--- src/rtl/cpu_pkg.sv ---
// Shared RV32I pipeline types and default encodings used by the fetch stage and decode.
// Holds the fetch FSM state type and the IF/ID register layout.
package cpu_pkg;

    localparam logic [31:0] RESET_PC_DEFAULT   = 32'h0000_0000;
    localparam logic [31:0] NOP_INSTR_DEFAULT  = 32'h0000_0013;
    localparam logic [31:0] HALT_INSTR_DEFAULT = 32'h0010_0073;

    typedef enum logic [1:0] {
        BOOT = 2'd0,
        RUN  = 2'd1,
        HALT = 2'd2
    } fetch_state_t;

    typedef struct packed {
        logic        valid;
        logic [31:0] pc;
        logic [31:0] pc_plus4;
        logic [31:0] instr;
    } ifid_t;

    // A bubble carries no PC information so decode never mistakes it for a real slot.
    function automatic ifid_t make_bubble(input logic [31:0] nop);
        ifid_t b;
        b.valid    = 1'b0;
        b.pc       = 32'h0;
        b.pc_plus4 = 32'h0;
        b.instr    = nop;
        return b;
    endfunction

endpackage

--- src/rtl/ifid_reg.sv ---
// IF/ID pipeline register: bubble overrides load, otherwise load or hold.
module ifid_reg
    import cpu_pkg::*;
#(
    parameter logic [31:0] NOP_INSTR = NOP_INSTR_DEFAULT
) (
    input  logic  clk,
    input  logic  rst_n,
    input  logic  load,
    input  logic  bubble,
    input  ifid_t d,
    output ifid_t q
);

    always_ff @(posedge clk or negedge rst_n) begin
        if (!rst_n) begin
            q <= make_bubble(NOP_INSTR);
        end else if (bubble) begin
            q <= make_bubble(NOP_INSTR);
        end else if (load) begin
            q <= d;
        end
    end

endmodule

--- src/rtl/fetch_stage.sv ---
// RV32I instruction-fetch stage: PC, BOOT/RUN/HALT control and IF/ID capture.
// Optional performance counters are enabled with the FETCH_PERF_CNT_EN macro.
module fetch_stage
    import cpu_pkg::*;
#(
    parameter logic [31:0] RESET_PC   = RESET_PC_DEFAULT,
    parameter logic [31:0] NOP_INSTR  = NOP_INSTR_DEFAULT,
    parameter logic [31:0] HALT_INSTR = HALT_INSTR_DEFAULT
) (
    input  logic        clk,
    input  logic        rst_n,
    output logic [31:0] imem_addr,
    input  logic [31:0] imem_instr,
    input  logic        stall,
    input  logic        redirect_valid,
    input  logic [31:0] redirect_pc,
    output logic        ifid_valid,
    output logic [31:0] ifid_pc,
    output logic [31:0] ifid_pc_plus4,
    output logic [31:0] ifid_instr,
    output logic        halted,
    output logic [31:0] fetch_count,
    output logic [31:0] bubble_count
);

    fetch_state_t state, state_next;
    logic [31:0]  pc, pc_next;
    logic         load, bubble;
    ifid_t        ifid_d, ifid_q;
    logic         unused_align_bits;

    // Redirect targets are forced word-aligned, so the low target bits are dropped.
    assign unused_align_bits = ^redirect_pc[1:0];

    assign imem_addr = pc;

    // Redirect beats stall, which beats the per-state action.
    always_comb begin
        pc_next    = pc;
        state_next = state;
        load       = 1'b0;
        bubble     = 1'b0;
        if (redirect_valid) begin
            pc_next    = {redirect_pc[31:2], 2'b00};
            state_next = RUN;
            bubble     = 1'b1;
        end else if (!stall) begin
            case (state)
                BOOT: begin
                    bubble     = 1'b1;
                    state_next = RUN;
                end
                RUN: begin
                    load = 1'b1;
                    if (imem_instr == HALT_INSTR) begin
                        state_next = HALT;
                    end else begin
                        pc_next = pc + 32'd4;
                    end
                end
                HALT: begin
                    bubble = 1'b1;
                end
                default: begin
                    bubble     = 1'b1;
                    state_next = BOOT;
                end
            endcase
        end
    end

    always_ff @(posedge clk or negedge rst_n) begin
        if (!rst_n) begin
            state  <= BOOT;
            pc     <= {RESET_PC[31:2], 2'b00};
            halted <= 1'b0;
        end else begin
            state  <= state_next;
            pc     <= pc_next;
            halted <= (state_next == HALT);
        end
    end

    always_comb begin
        ifid_d.valid    = 1'b1;
        ifid_d.pc       = pc;
        ifid_d.pc_plus4 = pc + 32'd4;
        ifid_d.instr    = imem_instr;
    end

    ifid_reg #(
        .NOP_INSTR (NOP_INSTR)
    ) u_ifid_reg (
        .clk    (clk),
        .rst_n  (rst_n),
        .load   (load),
        .bubble (bubble),
        .d      (ifid_d),
        .q      (ifid_q)
    );

    assign ifid_valid    = ifid_q.valid;
    assign ifid_pc       = ifid_q.pc;
    assign ifid_pc_plus4 = ifid_q.pc_plus4;
    assign ifid_instr    = ifid_q.instr;

`ifdef FETCH_PERF_CNT_EN
    logic [31:0] fetch_cnt, bubble_cnt;

    always_ff @(posedge clk or negedge rst_n) begin
        if (!rst_n) begin
            fetch_cnt  <= 32'h0;
            bubble_cnt <= 32'h0;
        end else begin
            if (load) begin
                fetch_cnt <= fetch_cnt + 32'd1;
            end
            if (bubble) begin
                bubble_cnt <= bubble_cnt + 32'd1;
            end
        end
    end

    assign fetch_count  = fetch_cnt;
    assign bubble_count = bubble_cnt;
`else
    assign fetch_count  = 32'h0;
    assign bubble_count = 32'h0;
`endif

endmodule
--- config.mk ---
export PLATFORM = sky130hd
export DESIGN_NAME = fetch_stage
export DESIGN_NICKNAME = d
export VERILOG_FILES = /design/src/rtl/cpu_pkg.sv /design/src/rtl/ifid_reg.sv /design/src/rtl/fetch_stage.sv
export SDC_FILE = /design/constraint.sdc
export NUM_CORES = 1
export LEC_CHECK = 0
export ABC_AREA = 1
export BUFFER_PORTS_ARGS = -buffer_cell sky130_fd_sc_hd__buf_2
export CAP_MARGIN = 20
export CORE_ASPECT_RATIO = 0.9
export CORE_MARGIN = 3
export CORE_UTILIZATION = 51
export DETAILED_ROUTE_END_ITERATION = 10
export PLACE_DENSITY = 0.82
export RECOVER_POWER = 100
export SLEW_MARGIN = 20
export SYNTH_ARGS = -nofsm -noshare
export SYNTH_HDL_FRONTEND = slang
export SYNTH_HIERARCHICAL = 1
export SYNTH_SLANG_ARGS = --single-unit
--- constraint.sdc ---
create_clock -name clk -period 1.9 [get_ports clk]
set_input_delay 0.19 -clock clk [delete_from_list [all_inputs] [get_ports clk]]
set_output_delay 0.19 -clock clk [all_outputs]
set_load 0.05 [all_outputs]
==> After elaboration in Yosys (flattened, before gate mapping) <==
Index checks and enable logic that the tools add are counted.
{ "word_totals": {"reg_bits": 132, "latchBits": 0, "ramBits": 0, "romBits": 0, "inputBits": 68, "output_inout_bits": 194, "elab_cells": 34, "memories": 0} }
{ "classes": {"addsub": 1, "mul": 0, "n_div": 0, "n_lt_le_gt_ge": 0, "n_eq_ne": 6, "n_shift": 0, "muxes": 16, "bitwise_logic": 0, "n_reduce_logical": 4} }
{ "ops": {"columns": ["operator", "n"], "rows": [
  ["97-bit two-way mux", 2],
  ["32-bit two-way mux", 4],
  ["32-bit by 3-bit adder with 32-bit output, second input constant", 1],
  ["32-bit by 21-bit == test with 1-bit output, second input constant", 1],
  ["1-bit two-way mux", 6],
  ["2-bit two-way mux", 3],
  ["2-bit case mux with 3 select lines", 1],
  ["2-bit == test, second input constant", 2],
  ["2-bit nonzero test", 2],
  ["3-bit AND reduction", 1],
  ["2-bit by 1-bit == test with 1-bit output, second input constant", 1],
  ["2-bit zero test", 1],
  ["2-bit by 1-bit != test with 1-bit output, second input constant", 1],
  ["2-bit != test, second input constant", 1]
]} }

==> Logic depth before layout (Yosys ltp) <==
Gate-level depths: netlist of run 1.
{ "depth": {"ltp_word": 6, "ltp_mapped": 11, "mapped_depth_nobuf": 11} }

==> By module <==
Netlist of run 1, hierarchy kept.
{ "by_module_without_submodules": {"columns": ["mod", "n_inst", "cells_each", "area_each_um2", "seq_area_each_um2"], "rows": [
  ["ifid_reg", 1, 421, 3809.9, 2431.1],
  ["fetch_stage", 1, 578, 3522.1, 825.8]
]} }

==> Worst setup path after synthesis of run 1 <==
No wires, ideal clock.
{ "synth_path": {"path_kind": "input -> register", "startpoint": "input port redirect_valid", "endpoint": "register u_ifid_reg/q[94] (netlist bit)", "setup_time_ns": 0.066, "arrival_ns": 1.500, "required_time_ns": 1.834, "setup_slack_ns": 0.334, "path_stages": 9, "n_path_buf": 4, "path_cell_list": "inv_1 buf_2 buf_1 nand2_1 nor2_4 buf_4 buf_4 nand2_1 nand2_1"} }
{ "synth_via": {"elab_chain_len": 2, "elab_cells_between_ends": 4, "cone_classes": "mux: 3; reduce/logical: 1"} }
{ "synth_lines": {"columns": ["item", "line_no", "source"], "rows": [
  ["start, declared", "fetch_stage.sv:15", "input logic redirect_valid,"],
  ["1-bit two-way mux *", "fetch_stage.sv:43", "if (redirect_valid) begin"],
  ["via bubble", "fetch_stage.sv:28", "logic load, bubble;"],
  ["97-bit two-way mux or 2-bit nonzero test (tied branches)", null, null],
  ["end signal, assigned", "ifid_reg.sv:17", "q <= make_bubble(NOP_INSTR);"],
  ["end signal, assigned", "ifid_reg.sv:19", "q <= make_bubble(NOP_INSTR);"],
  ["end, declared", "ifid_reg.sv:12", "output ifid_t q"]
]} }
Mark *: on every way through the listed nets, which the timed path passes. The rest lies on a longest branch.
A chain may end at the register's enable or synchronous reset.

==> Worst setup path in the final report of run 1 <==
{ "layout_path": {"startpoint": "register state[1]", "endpoint": "register u_ifid_reg/q[52] (netlist bit)"} }
{ "layout_via": {"elab_chain_len": 5, "elab_cells_between_ends": 9, "cone_classes": "eq/ne: 1; mux: 7; reduce/logical: 1"} }
{ "layout_lines": {"columns": ["item", "line_no", "source"], "rows": [
  ["start, declared", "fetch_stage.sv:26", "fetch_state_t state, state_next;"],
  ["start signal, assigned", "fetch_stage.sv:78", "state <= state_next;"],
  ["2-bit by 1-bit == test with 1-bit output", "fetch_stage.sv:48", "case (state)"],
  ["1-bit two-way mux", "fetch_stage.sv:48", null],
  ["1-bit two-way mux", "fetch_stage.sv:47", "end else if (!stall) begin"],
  ["1-bit two-way mux", "fetch_stage.sv:43", null],
  ["via load", "fetch_stage.sv:28", null],
  ["2-bit nonzero test (no line)", null, null]
]} }
The timed path passes the listed nets, and every way through them passes these cells.

==> results.sh, run 1 <==
export IMPL_ys_types=29
export IMPL_grt_use_met1_pct=36.1
export IMPL_synthCells=999
export IMPL_num_io_pins=262
export IMPL_synth_area_leaders="dfrtp_1 (43%), nand2_1 (20%), buf_4 (11%), nand3_1 (10%), nor2_1 (3.2%)"
export IMPL_antenna_found_initial=0
export IMPL_async_flop_share_pct=100
export IMPL_drive_gt1_share_pct=12.4
export IMPL_fp_dieH_um=120
export IMPL_synth_main_ff_cell="dfrtp_1"
export IMPL_grt_pass1_wl_um=33200
export IMPL_clock_latency_ns=0.43
export IMPL_cts_buffers=17
export IMPL_nNetsFinal=1246
export IMPL_netlist_area_mm2=0.00733
export IMPL_globalRouteTotalUtil_pct=26.2
export IMPL_h_tree_depth=4
export IMPL_power_mw=8.80
export IMPL_clk_pin_slew_ns=0.06
export IMPL_grt_pass1_vias=6427
export IMPL_power_leakage_nw=4.67
export IMPL_core_mm2=0.0137
export IMPL_clock_skew_final_ns=0.0120
export IMPL_worst_slew_pin_transition_ns=1.42
export IMPL_clockBufferDepth=2
export IMPL_grt_busiest_layer="met2"
export IMPL_finalMaxSlewViolations=0
export IMPL_cellPowerDensity_mw_per_mm2=1010
export IMPL_cp_arrival_ns=2.18
export IMPL_netlist_area_leader_share_pct=43.3
export IMPL_setup_viol=0
export IMPL_cap_violations=0
export IMPL_hold_violations=0
export IMPL_crit_fanout=97
export IMPL_vias_per_cell=4.98
export IMPL_synth_seq_cells=130
export IMPL_port_buffers=193
export IMPL_syn_to_final_growth_pct=18.6
export IMPL_drt_first_pass_iters=5
export IMPL_yosysMostFrequentCell="nand2_1"
export IMPL_grt_setup_unrepaired="yes"
export IMPL_relSlewSlack_pct=5.19
export IMPL_min_period_over_period_pct=95.6
export IMPL_worstSetupPathType="reg -> reg"
export IMPL_start_util_pct=53.5
export IMPL_drt_iter0_drc=593
export IMPL_final_antenna_net_count=0
export IMPL_synth_common_cells="nand2_1 (399), nand3_1 (150), dfrtp_1 (127), buf_4 (104), nor2_1 (63)"
export IMPL_die_x_um=132
export IMPL_ir_drop_mv=0.653
export IMPL_cts_sinks=130
export IMPL_drc=0
export IMPL_syn_area_per_cell_um2=7.34
export IMPL_place_ws_ns=0.0196
export IMPL_critPathRequiredTime_ns=2.26
export IMPL_start_kind="register"
export IMPL_totalWireLength_um=20900
export IMPL_avgRoutedWirePerCell_um=15.1
export IMPL_root_buffer="clkbuf_16"
export IMPL_endpoint_kind="register"
export IMPL_synth_area_leader_cell="dfrtp_1"
export IMPL_fin_ws_ns=0.0830
export IMPL_cts_tree="built"
export IMPL_fin_crit_ns=1.82
export IMPL_rows=40
export IMPL_overflow=0
export IMPL_min_path_type="in -> reg"
export IMPL_hpwl_um=14500
export IMPL_grt_max_degree=98
export IMPL_dieArea_mm2=0.0159
export IMPL_met3_usage_pct=7.21
export IMPL_outcome="finished, final reports clean"
export IMPL_ys_seq_area_share_pct=44.4
export IMPL_place_gp_congestion=0.935
export IMPL_synth_edf_count=0
export IMPL_yosys_warnings=6
export IMPL_num_vias=6871
export IMPL_fmax_mhz=550
export IMPL_grtUsageMet2_pct=40.0
export IMPL_n_antenna_cell=0
==> final cells by class <==
cell class / count / area [um^2]
fillers: 1302 / 5010
flip-flops and latches: 130 / 3260
multi-input cells: 745 / 3200
repair buffers: 229 / 1180
clock buffers: 22 / 464
well taps: 189 / 236
inverters: 54 / 203
clock inverters: 10 / 158
==> final timing paths <==
check | start | to | slack, ns | cells past startpoint
worst max-delay path | state[1]$_DFF_PN0_ | u_ifid_reg/q[52]$_DFFE_PN0P_ | 0.08 | 8
worst min register to register | u_ifid_reg/q[32]$_DFFE_PN0P_ | u_ifid_reg/q[32]$_DFFE_PN0P_ | 0.46 | 2
min in group asynchronous | rst_n | u_ifid_reg/q[90]$_DFFE_PN0P_ | 0.64 | 2
worst max register to register | state[1]$_DFF_PN0_ | u_ifid_reg/q[52]$_DFFE_PN0P_ | 0.08 | 8
max in group asynchronous | rst_n | u_ifid_reg/q[9]$_DFFE_PN0P_ | 0.30 | 3
worst min-delay path | imem_instr[22] | u_ifid_reg/q[22]$_DFFE_PN0P_ | 0.01 | 3
==> kinds of logic (layout without fill, tap and decap cells) <==
group	Yosys count	count (layout)	synth area share, %
AND/OR/NAND/NOR	642	643	37.0
XOR/XNOR	8	8	1.06
multiplexers	1	1	0.154
other	2	71	0.102
AO/OA/AOI/OAI	21	21	1.48
buffers and inverters	194	315	15.6
adder cells (fa/ha/maj)	1	1	0.171
flip-flops	130	130	44.4
==> routing by layer <==
layer / part of all wire, % / vias up
met5: 0 / -
met4: 1.5 / 0
met3: 9.9 / 27
met2: 46 / 344
met1: 42 / 3193
li1: - / 3307
==> stage by stage <==
stage / instances / hold WS (ns) / setup TNS [ns] / area [um^2] / util [%]
2_1_floorplan: 1068 / -0.106 / 0 / 7590 / -
3_3_place_gp: 1333 / 0.194 / 0 / 8100 / 59.1
3_5_place_dp: 1333 / 0.203 / 0 / 8100 / 59.1
4_1_cts: 1377 / 0.000917 / 0 / 8850 / 64.5
5_1_grt: 1379 / 0.0141 / -0.00223 / 8700 / 63.4
6_report: 1379 / 0.0136 / 0 / 8700 / 63.4
==> cells in the final DEF, fill, tap and decap left out, types with 2 or more instances in the layout <==
master / Yosys / routed
a21oi_1: 3 / 3
and2_1: 2 / 2
buf_12: 0 / 4
buf_2: 18 / 64
buf_4: 104 / 18
bufinv_16: 0 / 4
clkbuf_1: 4 / 132
clkbuf_16: 0 / 17
clkbuf_8: 0 / 2
clkinv_2: 0 / 3
clkinvlp_4: 0 / 3
conb_1: 2 / 71
dfrtp_1: 127 / 127
dfstp_2: 3 / 3
dlygate4sd3_1: 0 / 12
inv_1: 52 / 52
inv_2: 2 / 2
nand2_1: 399 / 400
nand2_2: 6 / 5
nand3_1: 150 / 150
nand3_2: 4 / 4
nand3b_1: 3 / 3
nand4_1: 2 / 2
nor2_1: 63 / 63
nor2_2: 7 / 7
nor2_4: 5 / 6
o21ai_0: 9 / 9
o21ai_1: 8 / 8
xnor2_1: 2 / 2
xor2_1: 5 / 5
==> registers in the layout, indices dropped and copies added, names as in the netlist <==
register and flops:
u_ifid_reg/q 97, halted 1, imem_addr 30, state 2
==> worst max-delay path: stages (launching register included) <==
cell	delay [ns]
dfrtp_1	0.41
inv_1	0.06
nand2_1	0.06
nor2_1	0.16
inv_1	0.13
nor2_4	0.22
buf_16	0.38
nand3_1	0.20
nand2_1	0.10
==> report_power, final <==
part	total [mW]	internal, mW	switching (mW)
registers	3.19	2.96	0.227
logic	2.13	0.434	1.69
clock network	3.49	2.26	1.23
==> repair_timing <==
action	in CTS	in global routing
setup endpoints to repair	1	34
endpoints found under the hold margin	66	0
pin swaps	0	2
cloned	0	1
buffers inserted	0	1
hold buffers	12	0
gates resized for setup	1	1
No activity file was read; power rests on OpenSTA's default activity.
==> run 2, diff against run 1 <==
- CORE_UTILIZATION: 51 -> 46
- PLACE_DENSITY: 0.82 -> 0.78
- clock period: 1.9 -> 1.5 ns (I/O delays scaled with it)
==> results.sh, run 2 (synthesis gave the netlist of run 1 again) <==
export IMPL_outcome="complete, but fails checks"
export IMPL_violations="setup timing"
export IMPL_port_buffers=193
export IMPL_cap_violations=0
export IMPL_syn_to_final_growth_pct=50.6
export IMPL_min_period_over_period_pct=110
export IMPL_fp_dieH_um=126
export IMPL_num_io_pins=262
export IMPL_min_path_type="in -> reg"
export IMPL_totalWireLength_um=27300
export IMPL_hold_violations=0
export IMPL_pwr_share_comb_pct=32.0
export IMPL_endpoint_kind="register"
export IMPL_ir_drop_mv=0.849
export IMPL_n_antenna_cell=0
export IMPL_largest_reg_flops=97
export IMPL_clk_pin_slew_ns=0.06
export IMPL_cts_sinks=130
export IMPL_cpMaxStageDelayCell="dfrtp_1"
export IMPL_route_met3_wl_um=2460
export IMPL_finalMaxSlewViolations=0
export IMPL_min_path_cells=5
export IMPL_setup_viol=127
export IMPL_power_leakage_nw=6.27
export IMPL_root_buffer="clkbuf_16"
export IMPL_r2r_cells=9
export IMPL_crit_fanout=4
export IMPL_globalRouteTotalUtil_pct=24.9
export IMPL_largest_register="u_ifid_reg/q"
export IMPL_antenna_found_initial=0
export IMPL_crit_chain="nand2_1, nor2_1, nand2_1, nor2_1, nand2_1, nand2_1, nand2_1, nand3_1, nand3_1"
export IMPL_rows=43
export IMPL_grt_setup_unrepaired="yes"
export IMPL_cts_buffers=17
export IMPL_fin_crit_ns=1.65
export IMPL_drive_gt1_share_pct=42.8
export IMPL_fmax_mhz=605
export IMPL_start_util_pct=47.3
export IMPL_clockBufferDepth=2
export IMPL_clkPwrFrac_pct=34.6
export IMPL_dieArea_mm2=0.0175
export IMPL_m1WireLength_um=10800
export IMPL_drt_first_pass_iters=5
export IMPL_fin_area_mm2=0.0110
export IMPL_power_mw=12.0
export IMPL_cpPeakStageDelay_ns=0.44
export IMPL_instances_no_fill=1474
export IMPL_dp_cells=1380
export IMPL_cp_depth=9
export IMPL_critPathMostFrequentCell="nand2_1"
export IMPL_p_seq_share_pct=33.4
export IMPL_num_vias=7721
export IMPL_grt_pass1_vias=6740
export IMPL_cp_top_family="simple AND/OR/NAND/NOR gates"
export IMPL_start_kind="register"
export IMPL_worst_slew_pin_transition_ns=1.10
export IMPL_dpl_instance_area_mm2=0.00847
export IMPL_drc=0
export IMPL_grt_pass1_wl_um=35200
export IMPL_core_mm2=0.0155
export IMPL_avgRoutedWirePerCell_um=18.5
export IMPL_nNetsFinal=1328
export IMPL_die_x_um=139
export IMPL_drt_iter0_drc=745
export IMPL_clock_skew_final_ns=0.00906
export IMPL_h_tree_depth=4
export IMPL_crit_buf_inv=0
export IMPL_place_gp_congestion=0.950
export IMPL_final_antenna_net_count=0
export IMPL_switching_share_pct=38.5
export IMPL_cp_arrival_ns=1.97
export IMPL_overflow=0
export IMPL_hpwl_um=14800
export IMPL_switchingPower_mw=4.63
export IMPL_vias_per_cell=5.24
export IMPL_dr_wl_met2_um=13300
export IMPL_worstSetupPathType="reg -> reg"
export IMPL_critPathRequiredTime_ns=1.82
export IMPL_grt_max_degree=78
export IMPL_fillers=1131
export IMPL_final_common_cell="nand2_1"
export IMPL_cellPowerDensity_mw_per_mm2=1090
export IMPL_highest_layer="met4"
export IMPL_fin_ws_ns=-0.152
export IMPL_hold_slack_ns=0.0243
export IMPL_relSlewSlack_pct=26.8
export IMPL_layout_common_cells="nand2_1 (241), nand3_1 (130), dfrtp_1 (125), clkbuf_2 (120), nand2_2 (111)"
export IMPL_clock_latency_ns=0.43
export IMPL_cts_tree="built"
export IMPL_power_internal_mw=7.39
[run 2: cell count changes in the layout (fill, tap and decap cells not counted), sizes merged]
| cell | delta |
|---|---|
| buf | +35 |
| dlygate4sd3 | +32 |
| clkbuf | +9 |
| inv | +5 |
| bufinv | -2 |
| clkinv | +2 |
| dlymetal6s4s | +2 |
| nor2 | -1 |
[run 2: area by class of cell]
class                      count  area (um^2)  share of cell area [%]
clock buffer                  17          425                    3.85
clock inverter                15          155                    1.40
inverter                      54          208                    1.88
multi-input combinational    744         4170                    37.7
sequential                   130         3260                    29.5
tap                          202          253                    2.29
timing repair buffer         312         2580                    23.3
[run 2: per-layer routing]
| layer | up-vias | global-route usage [%] |
|---|---|---|
| li1 | 3490 | - |
| met1 | 3712 | 34.1 |
| met2 | 448 | 40.2 |
| met3 | 71 | 6.30 |
| met4 | 0 | 5.75 |
| met5 | - | 0 |
[run 2: metrics by stage]
| step | utilization [%] | TNS, ns | setup slack (ns) |
|---|---|---|---|
| global route | 71.3 | -16.28 | -0.219 |
| finish | 71.3 | -8.85 | -0.152 |
| detailed placement | 54.6 | -1.04 | -0.149 |
| floorplan | - | 0 | 0.00735 |
| CTS | 61.8 | -0.0698 | -0.0286 |
| global placement | 54.6 | -0.118 | -0.0573 |
[run 2: power by group through the flow]
stage                     clock network, mW  registers (mW)  logic, mW
final                                  4.16            4.01       3.85
after global routing                   4.37            4.04       4.03
after CTS                              4.21            3.93       3.17
after detailed placement                  0            3.99       3.03
after global placement                    0            3.98       3.00
after floorplan                           0            4.45       1.86
[run 2: worst paths after layout]
kind | from | end | slack, ns
setup / recovery | imem_addr[15]$_DFFE_PN0P_ | imem_addr[27]$_DFFE_PN0P_ | -0.15
hold / removal | redirect_pc[18] | imem_addr[18]$_DFFE_PN0P_ | 0.02
setup reg to reg | imem_addr[15]$_DFFE_PN0P_ | imem_addr[27]$_DFFE_PN0P_ | -0.15
hold reg to reg | u_ifid_reg/q[66]$_DFFE_PN0P_ | u_ifid_reg/q[66]$_DFFE_PN0P_ | 0.48
max in group asynchronous | rst_n | imem_addr[4]$_DFFE_PN0P_ | 0.10
min in group asynchronous | rst_n | u_ifid_reg/q[90]$_DFFE_PN0P_ | 0.48
[run 2: worst register-to-register path: stages, from the launching register on]
cell     delay (ns)
dfrtp_1        0.44
nand2_1        0.12
nor2_1         0.27
nand2_1        0.14
nor2_1         0.18
nand2_1        0.08
nand2_1        0.07
nand2_1        0.09
nand3_1        0.08
nand3_1        0.07
[run 2: timing repair]
item,in CTS,in global routing
endpoints found under the setup margin,45,124
pin swaps,3,38
gates resized for setup,12,313
cloned,0,22
hold buffers,46,0
setup buffers,3,10
endpoints found under the hold margin,172,0
==> run 3, diff against run 2 <==
- CORE_UTILIZATION: 46 -> 30
- PLACE_DENSITY: 0.78 -> not set
==> results.sh, run 3 (synthesis gave the netlist of run 1 again) <==
export IMPL_outcome="complete, but fails checks"
export IMPL_violations="setup timing"
export IMPL_cp_arrival_ns=1.85
export IMPL_rrSetupSlack_ns=-0.05
export IMPL_r2r_cells=11
export IMPL_critPathRequiredTime_ns=1.80
export IMPL_ir_drop_mv=0.609
export IMPL_power_internal_mw=7.84
export IMPL_clock_latency_ns=0.42
export IMPL_clk_pin_slew_ns=0.06
export IMPL_dieArea_mm2=0.0264
export IMPL_num_io_pins=262
export IMPL_worst_slew_pin_transition_ns=0.729
export IMPL_start_kind="register"
export IMPL_cellPowerDensity_mw_per_mm2=1180
export IMPL_h_tree_depth=4
export IMPL_fin_ws_ns=-0.0479
export IMPL_min_path_cells=5
export IMPL_avgRoutedWirePerCell_um=15.6
export IMPL_grt_pass1_wl_um=35900
export IMPL_cts_sinks=130
export IMPL_nNetsFinal=1327
export IMPL_grt_pass1_vias=6609
export IMPL_fillers=2404
export IMPL_clock_skew_final_ns=0.00959
export IMPL_cts_buffers=17
export IMPL_globalRouteTotalUtil_pct=17.3
export IMPL_finalMaxSlewViolations=0
export IMPL_cts_tree="built"
export IMPL_power_mw=12.2
export IMPL_drc=0
export IMPL_fmax_mhz=646
export IMPL_power_leakage_nw=5.75
export IMPL_min_path_type="in -> reg"
export IMPL_pwr_share_comb_pct=28.2
export IMPL_n_antenna_cell=0
export IMPL_switching_share_pct=35.7
export IMPL_hold_slack_ns=0.0311
export IMPL_rows=53
export IMPL_fin_area_mm2=0.0103
export IMPL_min_period_over_period_pct=103
export IMPL_clkPwrFrac_pct=39.3
export IMPL_hpwl_um=16600
export IMPL_relSlewSlack_pct=51.4
export IMPL_worstSetupPathType="reg -> reg"
export IMPL_num_vias=7127
export IMPL_switchingPower_mw=4.36
export IMPL_fin_crit_ns=1.55
export IMPL_grt_setup_unrepaired="yes"
export IMPL_syn_to_final_growth_pct=40.6
export IMPL_fp_dieH_um=154
export IMPL_setup_viol=24
export IMPL_root_buffer="clkbuf_16"
export IMPL_p_seq_share_pct=32.5
export IMPL_vias_per_cell=4.53
export IMPL_start_util_pct=31.0
export IMPL_grt_max_degree=55
export IMPL_die_x_um=171
export IMPL_core_mm2=0.0237
export IMPL_drt_first_pass_iters=5
export IMPL_final_antenna_net_count=0
export IMPL_clockBufferDepth=2
export IMPL_overflow=0
export IMPL_dpl_instance_area_mm2=0.00865
export IMPL_largest_register="u_ifid_reg/q"
export IMPL_layout_common_cells="nand2_1 (353), nand3_1 (145), dfrtp_1 (123), clkbuf_2 (123), conb_1 (71)"
export IMPL_drive_gt1_share_pct=32.3
export IMPL_antenna_found_initial=0
export IMPL_crit_fanout=7
export IMPL_final_common_cell="nand2_1"
export IMPL_place_gp_congestion=0.859
export IMPL_totalWireLength_um=24600
export IMPL_hold_violations=0
export IMPL_drt_iter0_drc=529
export IMPL_place_ws_ns=-0.0539
export IMPL_endpoint_kind="register"
export IMPL_largest_reg_flops=97
export IMPL_cap_violations=0
export IMPL_port_buffers=193
run 3: cell count changes in the layout (fill, tap and decap cells not counted), moves of 4 or more:
cell       change
nand2_1      +112
nand2_2       -72
nand2_4       -40
nand3_1       +15
nand3_2       -13
buf_4         +10
clkbuf_16     -10
buf_2          +7
inv_6          -5
nor2_4         -4
run 3: power groups by stage:
stage	clock [mW]	combinational [mW]	sequential [mW]
CTS	4.87	3.23	3.93
global route	5.03	3.66	4.00
detailed placement	0	3.09	3.99
finish	4.79	3.44	3.97
floorplan	0	1.86	4.45
global placement	0	3.07	3.99
run 3: routing by layer:
metal  vias up  wire length, um  GRT usage, %
met4         0              193          3.98
met3        15             1670          4.50
met1      3354            11600          24.8
li1       3483                -             -
met2       275            11100          26.2
met5         -                0             0
run 3: final cells by class:
| type | count | area, um^2 | area share, % |
|---|---|---|---|
| Clock buffer | 20 | 467 | 4.53 |
| Multi-Input combinational cell | 744 | 3540 | 34.3 |
| Timing Repair Buffer | 311 | 2260 | 21.9 |
| Sequential cell | 130 | 3260 | 31.6 |
| Clock inverter | 12 | 204 | 1.98 |
| Tap cell | 302 | 378 | 3.67 |
| Inverter | 54 | 203 | 1.97 |
run 3: final timing paths:
kind | startpoint | end
setup / recovery | state[1]$_DFF_PN0_ | u_ifid_reg/q[60]$_DFFE_PN0P_
hold / removal | redirect_pc[17] | imem_addr[17]$_DFFE_PN0P_
setup reg to reg | state[1]$_DFF_PN0_ | u_ifid_reg/q[60]$_DFFE_PN0P_
hold reg to reg | u_ifid_reg/q[0]$_DFFE_PN1P_ | u_ifid_reg/q[0]$_DFFE_PN1P_
max in group asynchronous | rst_n | imem_addr[5]$_DFFE_PN0P_
min in group asynchronous | rst_n | u_ifid_reg/q[86]$_DFFE_PN0P_
run 3: repair_timing:
item,CTS,global route
endpoints found under the hold margin,171,0
setup buffers,1,6
hold buffers,45,0
endpoints found under the setup margin,28,126
gates cloned,0,7
pin swaps,5,26
gates resized for setup,15,109
run 3: critical path: stages, from the launching register on:
cell and delay [ns]:
dfrtp_1 0.38, inv_1 0.07, nand2_2 0.07, nor2_4 0.10, inv_2 0.06, nor2_4 0.15, buf_12 0.13, nor2_4 0.06
buf_12 0.15, clkbuf_16 0.17, nand2_2 0.05, nand2_1 0.06
run 3: stage by stage:
stage / utilization, % / std cells / TNS (ns)
2_1_floorplan: - / 1068 / 0
3_3_place_gp: 36.5 / 1491 / -0.00393
3_5_place_dp: 36.5 / 1491 / -0.253
4_1_cts: 41.5 / 1569 / -0.0261
5_1_grt: 43.5 / 1573 / -8.44
6_report: 43.5 / 1573 / -0.506
